==> config.mk <==
export PLATFORM = sky130hd
export DESIGN_NAME = alu_arbiter
export DESIGN_NICKNAME = d
export VERILOG_FILES = /design/src/rtl/alu_arb_pkg.sv /design/src/rtl/rr_arbiter.sv /design/src/rtl/alu_arbiter.sv
export SDC_FILE = /design/constraint.sdc
export NUM_CORES = 1
export LEC_CHECK = 0
export CORE_AREA = 2 2 159 161
export CTS_BUF_LIST = sky130_fd_sc_hd__clkbuf_8
export DETAILED_ROUTE_END_ITERATION = 8
export DIE_AREA = 0 0 161 163
export GPL_TIMING_DRIVEN = 0
export MAX_ROUTING_LAYER = met4
export PLACE_DENSITY = 0.65
export SETUP_SLACK_MARGIN = 0.05
export SYNTH_ARGS = -nofsm -noshare
export SYNTH_HDL_FRONTEND = slang
export SYNTH_SLANG_ARGS = --single-unit
export TNS_END_PERCENT = 1
==> constraint.sdc <==
create_clock -name clk -period 3.6 [get_ports clk]
set_input_delay 0.36 -clock clk [delete_from_list [all_inputs] [get_ports clk]]
set_output_delay 0.36 -clock clk [all_outputs]
set_load 0.01 [all_outputs]
==> src/rtl/alu_arb_pkg.sv <==
// Shared types and constants for the ALU arbiter: FSM state encoding and ALU op codes.
package alu_arb_pkg;

    typedef enum logic [1:0] {
        IDLE = 2'd0,
        EXEC = 2'd1,
        RESP = 2'd2
    } state_t;

    localparam logic ALU_OP_ADD = 1'b0;
    localparam logic ALU_OP_MUL = 1'b1;

endpackage

==> src/rtl/rr_arbiter.sv <==
// Round-robin arbiter: one-hot grant searched from an internal pointer that moves past
// the winner whenever the advance strobe is high.
module rr_arbiter #(
    parameter int unsigned NUM_REQ = 4
) (
    input  logic                       clk,
    input  logic                       rst,
    input  logic [NUM_REQ-1:0]         req,
    input  logic                       advance,
    output logic [NUM_REQ-1:0]         grant_c,
    output logic [$clog2(NUM_REQ)-1:0] idx_c
);

    localparam int unsigned IDX_W = $clog2(NUM_REQ);

    logic [IDX_W-1:0] ptr;
    logic [IDX_W-1:0] cand;
    int               sum;

    // Walk offsets from the far end so the candidate closest to ptr overwrites last.
    always_comb begin
        grant_c = '0;
        idx_c   = '0;
        cand    = '0;
        sum     = 0;
        for (int i = NUM_REQ - 1; i >= 0; i--) begin
            sum = int'(ptr) + i;
            if (sum >= int'(NUM_REQ)) begin
                sum = sum - int'(NUM_REQ);
            end
            cand = IDX_W'(sum);
            if (req[cand]) begin
                grant_c       = '0;
                grant_c[cand] = 1'b1;
                idx_c         = cand;
            end
        end
    end

    always_ff @(posedge clk) begin
        if (rst) begin
            ptr <= '0;
        end else if (advance) begin
            ptr <= (idx_c == IDX_W'(NUM_REQ - 1)) ? '0 : idx_c + 1'b1;
        end
    end

endmodule

==> src/rtl/alu_arbiter.sv <==
// Shares one ALU among NUM_REQ requesters with round-robin arbitration and a registered
// response path. Define ALU_ARB_TIMEOUT_EN to abort EXEC after TIMEOUT_CYCLES cycles.
module alu_arbiter
    import alu_arb_pkg::*;
#(
    parameter int unsigned NUM_REQ        = 4,
    parameter int unsigned DATA_W         = 32,
    parameter int unsigned TIMEOUT_CYCLES = 64
) (
    input  logic                        clk,
    input  logic                        rst,
    input  logic [NUM_REQ-1:0]          req_valid,
    output logic [NUM_REQ-1:0]          req_ready,
    input  logic [NUM_REQ-1:0]          req_op,
    input  logic [NUM_REQ*DATA_W-1:0]   req_a,
    input  logic [NUM_REQ*DATA_W-1:0]   req_b,
    output logic                        alu_go,
    output logic                        alu_op,
    output logic [DATA_W-1:0]           alu_a,
    output logic [DATA_W-1:0]           alu_b,
    input  logic                        alu_done,
    input  logic [DATA_W-1:0]           alu_result,
    output logic                        rsp_valid,
    input  logic                        rsp_ready,
    output logic [$clog2(NUM_REQ)-1:0]  rsp_id,
    output logic [DATA_W-1:0]           rsp_data,
    output logic                        rsp_err
);

    localparam int unsigned IDX_W = $clog2(NUM_REQ);

    if (NUM_REQ < 2 || NUM_REQ > 16 || TIMEOUT_CYCLES == 0) begin : g_param_check
        $error("alu_arbiter: NUM_REQ must be 2..16 and TIMEOUT_CYCLES nonzero");
    end

    state_t             state;
    state_t             state_nxt;
    logic [NUM_REQ-1:0] grant_c;
    logic [IDX_W-1:0]   grant_idx_c;
    logic               advance_c;
    logic               timeout_c;

    logic               sel_op;
    logic [DATA_W-1:0]  sel_a;
    logic [DATA_W-1:0]  sel_b;

    logic               go_nxt;
    logic               op_nxt;
    logic [DATA_W-1:0]  a_nxt;
    logic [DATA_W-1:0]  b_nxt;
    logic               valid_nxt;
    logic [IDX_W-1:0]   id_nxt;
    logic [DATA_W-1:0]  data_nxt;
    logic               err_nxt;

    assign advance_c = (state == IDLE) && (|req_valid);
    assign req_ready = (state == IDLE) ? grant_c : '0;

    rr_arbiter #(
        .NUM_REQ (NUM_REQ)
    ) u_rr (
        .clk     (clk),
        .rst     (rst),
        .req     (req_valid),
        .advance (advance_c),
        .grant_c (grant_c),
        .idx_c   (grant_idx_c)
    );

    // Operand mux for the granted requester.
    always_comb begin
        sel_op = ALU_OP_ADD;
        sel_a  = '0;
        sel_b  = '0;
        for (int i = 0; i < int'(NUM_REQ); i++) begin
            if (grant_c[i]) begin
                sel_op = req_op[i];
                sel_a  = req_a[i*DATA_W +: DATA_W];
                sel_b  = req_b[i*DATA_W +: DATA_W];
            end
        end
    end

`ifdef ALU_ARB_TIMEOUT_EN
    localparam int unsigned CNT_W = $clog2(TIMEOUT_CYCLES + 1);

    logic [CNT_W-1:0] exec_cnt;

    // Holds (EXEC cycle number - 1); zero outside EXEC so it is clear on entry.
    always_ff @(posedge clk) begin
        if (rst) begin
            exec_cnt <= '0;
        end else if (state == EXEC) begin
            exec_cnt <= exec_cnt + 1'b1;
        end else begin
            exec_cnt <= '0;
        end
    end

    assign timeout_c = (exec_cnt == CNT_W'(TIMEOUT_CYCLES - 1));
`else
    assign timeout_c = 1'b0;
`endif

    // alu_go is high only on the first EXEC cycle, so it masks a coincident done.
    always_comb begin
        state_nxt = state;
        go_nxt    = 1'b0;
        op_nxt    = alu_op;
        a_nxt     = alu_a;
        b_nxt     = alu_b;
        valid_nxt = rsp_valid;
        id_nxt    = rsp_id;
        data_nxt  = rsp_data;
        err_nxt   = rsp_err;
        unique case (state)
            IDLE: begin
                if (|req_valid) begin
                    state_nxt = EXEC;
                    go_nxt    = 1'b1;
                    op_nxt    = sel_op;
                    a_nxt     = sel_a;
                    b_nxt     = sel_b;
                    id_nxt    = grant_idx_c;
                end
            end
            EXEC: begin
                if (alu_done && !alu_go) begin
                    state_nxt = RESP;
                    valid_nxt = 1'b1;
                    data_nxt  = alu_result;
                    err_nxt   = 1'b0;
                end else if (timeout_c) begin
                    state_nxt = RESP;
                    valid_nxt = 1'b1;
                    data_nxt  = '0;
                    err_nxt   = 1'b1;
                end
            end
            RESP: begin
                if (rsp_ready) begin
                    state_nxt = IDLE;
                    valid_nxt = 1'b0;
                end
            end
            default: begin
                state_nxt = IDLE;
            end
        endcase
    end

    always_ff @(posedge clk) begin
        if (rst) begin
            state     <= IDLE;
            alu_go    <= 1'b0;
            alu_op    <= ALU_OP_ADD;
            alu_a     <= '0;
            alu_b     <= '0;
            rsp_valid <= 1'b0;
            rsp_id    <= '0;
            rsp_data  <= '0;
            rsp_err   <= 1'b0;
        end else begin
            state     <= state_nxt;
            alu_go    <= go_nxt;
            alu_op    <= op_nxt;
            alu_a     <= a_nxt;
            alu_b     <= b_nxt;
            rsp_valid <= valid_nxt;
            rsp_id    <= id_nxt;
            rsp_data  <= data_nxt;
            rsp_err   <= err_nxt;
        end
    end

endmodule

==> metrics.txt, run 1 <==
Sink Count 105; worst hold path class flip-flop to flip-flop; fin worst setup slack 0.1364 ns; Yosys reg bits 105; CTS Buffer Depth 2; period utilization 96.21%; Hold Buf Count CTS 0; std cell rows 58; Peak supply drop 0.3117 mV; slew at the pin closest to its max-slew limit 0.8574 ns; Max FO, Critical Path 10; share of flip-flops with an asynchronous set or reset 0%; CTS tree built; status finished, final reports clean; ranking of synthesized cells by area dfxtp_1 (31%), a211oi_1 (12%), o221ai_1 (8.3%), o21ai_0 (7.9%), a21oi_1 (7.8%); final clock skew 0.008360 ns; Post-Syn Area 6868 µm²; Area Growth Syn to Fin 71.51%; highest clock rate 288.7 MHz; relative slew slack 42.84%; Detailed Place HPWL 28,000 µm; final WL 36,450 µm; dpl ws -0.7878 ns; top cell type by total area after synthesis dfxtp_1; syn nets 1,252; Iteration-0 DRC Markers 749; first-pass iteration count of the detailed router 5; Synth Flop Type dfxtp_1; Top Usage Layer GRT met2; Clock Root Buffer clkbuf_8; Crit Path Category flip-flop to output pin; total grt overflow 0; Starting Density 27.83%; most numerous cell in the Yosys netlist nand2_1; Core ar. 24,670 µm²; Die ar. 26,240 µm²; Yosys warnings 0; share of layout cells above drive strength 1 7.843%; Horiz. Die Dim 161 µm; Post-synth EDFFs 0; Unique masters post-synth 37; vias in the first global route 9,073; largest net degree at the start of global routing 20; DR vias/cell 5.353; Critical Path Source Type flip-flop; maxcap violations 0; Post-synth top cells nand2_1 (141), o21ai_0 (109), a211oi_1 (108); synthesized area per cell 7.283 µm²; fin area 11,780 µm²; setup repair after global routing missed its margin true; worst hold margin 0.4611 ns; Post-route DRC 0; GPL Wtd Cong 0.9412; initial antenna violation count 3; Num CTS Buffers 9; Multi-input gate area 4279 µm²; Crit. End Element output pin; Clock Pin Slew Worst Setup and Hold Paths 0.12 ns; H-tree Lvls 3; Post-DRT Antenna Nets 0; GRT met2 Usage 45.24%; Fin Setup TNS 0 ns; total global-route track usage 27.31%; Worst EP arrival 3.10 ns; final net count 1,681; Leakage 4.069 nW; Avg WL per Cell 21.32 µm; final slew viol count 0; Die Y 163 µm; Ports 406; min Tclk post-route 3.464 ns; # fillers 2,486; worst skew pair latency 0.39 ns; via count 9,153; R2R setup slack 0.19 ns; DP Area 11,310 µm²; Synth top area share 30.61%; met3 GRT Util 5.780%; first-pass GRT wire length 53,820 µm; FF+latch area 2110 µm²; Final Setup Violations 0; Hold Fails Final Rpt 0; pwr/cell area 823.7 nW/µm²; sequential element share of the synthesized area 30.61%; Mapped Cells 943; met1 Track Usage GR 33.71%; Critical Path RT 3.24 ns; I/O Buffers 402
layer usage:
| metal | routed length (µm) | part of all wire, % |
|---|---|---|
| met5 | 0 | 0 |
| met4 | 973 | 2.7 |
| met3 | 2633 | 7.2 |
| met2 | 17170 | 47 |
| met1 | 15670 | 43 |
power by group:
part           leakage, nW  switching [mW]  total (mW)  internal [mW]
combinational         3.10            4.24        7.17           2.94
sequential           0.868           0.194        1.69           1.49
clock                0.104           0.503       0.840          0.337
final timing paths:
check               startpoint      endpoint  depth (start not counted)
setup / recovery   u_rr.ptr[0]  req_ready[2]                         11
hold / removal    rsp_data[12]  rsp_data[12]                          2
setup reg to reg   u_rr.ptr[0]     alu_a[11]                         12
hold reg to reg   rsp_data[12]  rsp_data[12]                          2
timing repair:
item,CTS,global route
resized for setup,44,9
pin swaps,4,3
setup endpoints to repair,69,46
setup buffers,18,1
layout by cell type, fill, tap and decap left out, types with 10 or more instances in the layout:
master,n
nand2_1,141
a211oi_2,24
nor2_1,77
buf_4,22
o221ai_1,65
dfxtp_1,103
o21ai_0,109
clkdlybuf4s50_1,399
a211oi_1,108
o21ai_1,24
clkbuf_1,84
clkbuf_8,10
a21oi_1,106
final cells by class:
class	instances	area share [%]
repair buffers	421	35.34
plain buffers	115	4.823
diodes	3	0.06373
clock inverters	7	0.7011
well taps	330	3.505
multi-input cells	712	36.33
inverters	8	0.2762
clock buffers	9	1.052
flip-flops and latches	105	17.91
kinds of logic (layout without fill, tap and decap cells):
family / count (synthesis) / in the layout / synth area share [%]
adder cells (fa/ha/maj): 9 / 9 / 1.640
buffers and inverters: 126 / 560 / 7.797
AND/OR/NAND/NOR: 244 / 244 / 14.25
multiplexers: 11 / 11 / 2.387
flip-flops: 105 / 105 / 30.61
other: 1 / 4 / 0.05460
AO/OA/AOI/OAI: 447 / 447 / 43.27
flip-flops by register name, summed over array words and instances (netlist names):
register / cells
alu_go: 1
alu_b: 32
alu_op: 1
state: 2
u_rr.ptr: 2
rsp_data: 32
rsp_id: 2
alu_a: 32
rsp_valid: 1
critical path, cell delays in order, from the launching register on:
cell,delay [ns]
dfxtp_4,0.40
buf_8,0.11
inv_4,0.04
ha_4,0.31
mux4_2,0.33
buf_6,0.16
or4b_4,0.50
a32o_2,0.32
buf_12,0.14
clkbuf_16,0.16
nor2_4,0.09
buf_2,0.14
stage by stage:
step | cells | power (mW) | utilization, %
5_1_grt | 1710 | 10.43 | 47.74
2_1_floorplan | 943 | 5.828 | -
3_5_place_dp | 1675 | 8.431 | 45.82
4_1_cts | 1707 | 9.672 | 47.64
3_3_place_gp | 1675 | 8.358 | 45.82
6_report | 1710 | 9.702 | 47.74
Power figures use the tool's default switching activity.
==> run 2: changes to the inputs <==
SLEW_MARGIN = 10   (was unset)
==> results of run 2 <==
The final DEF is identical to that of run 1; final timing and power are the same.
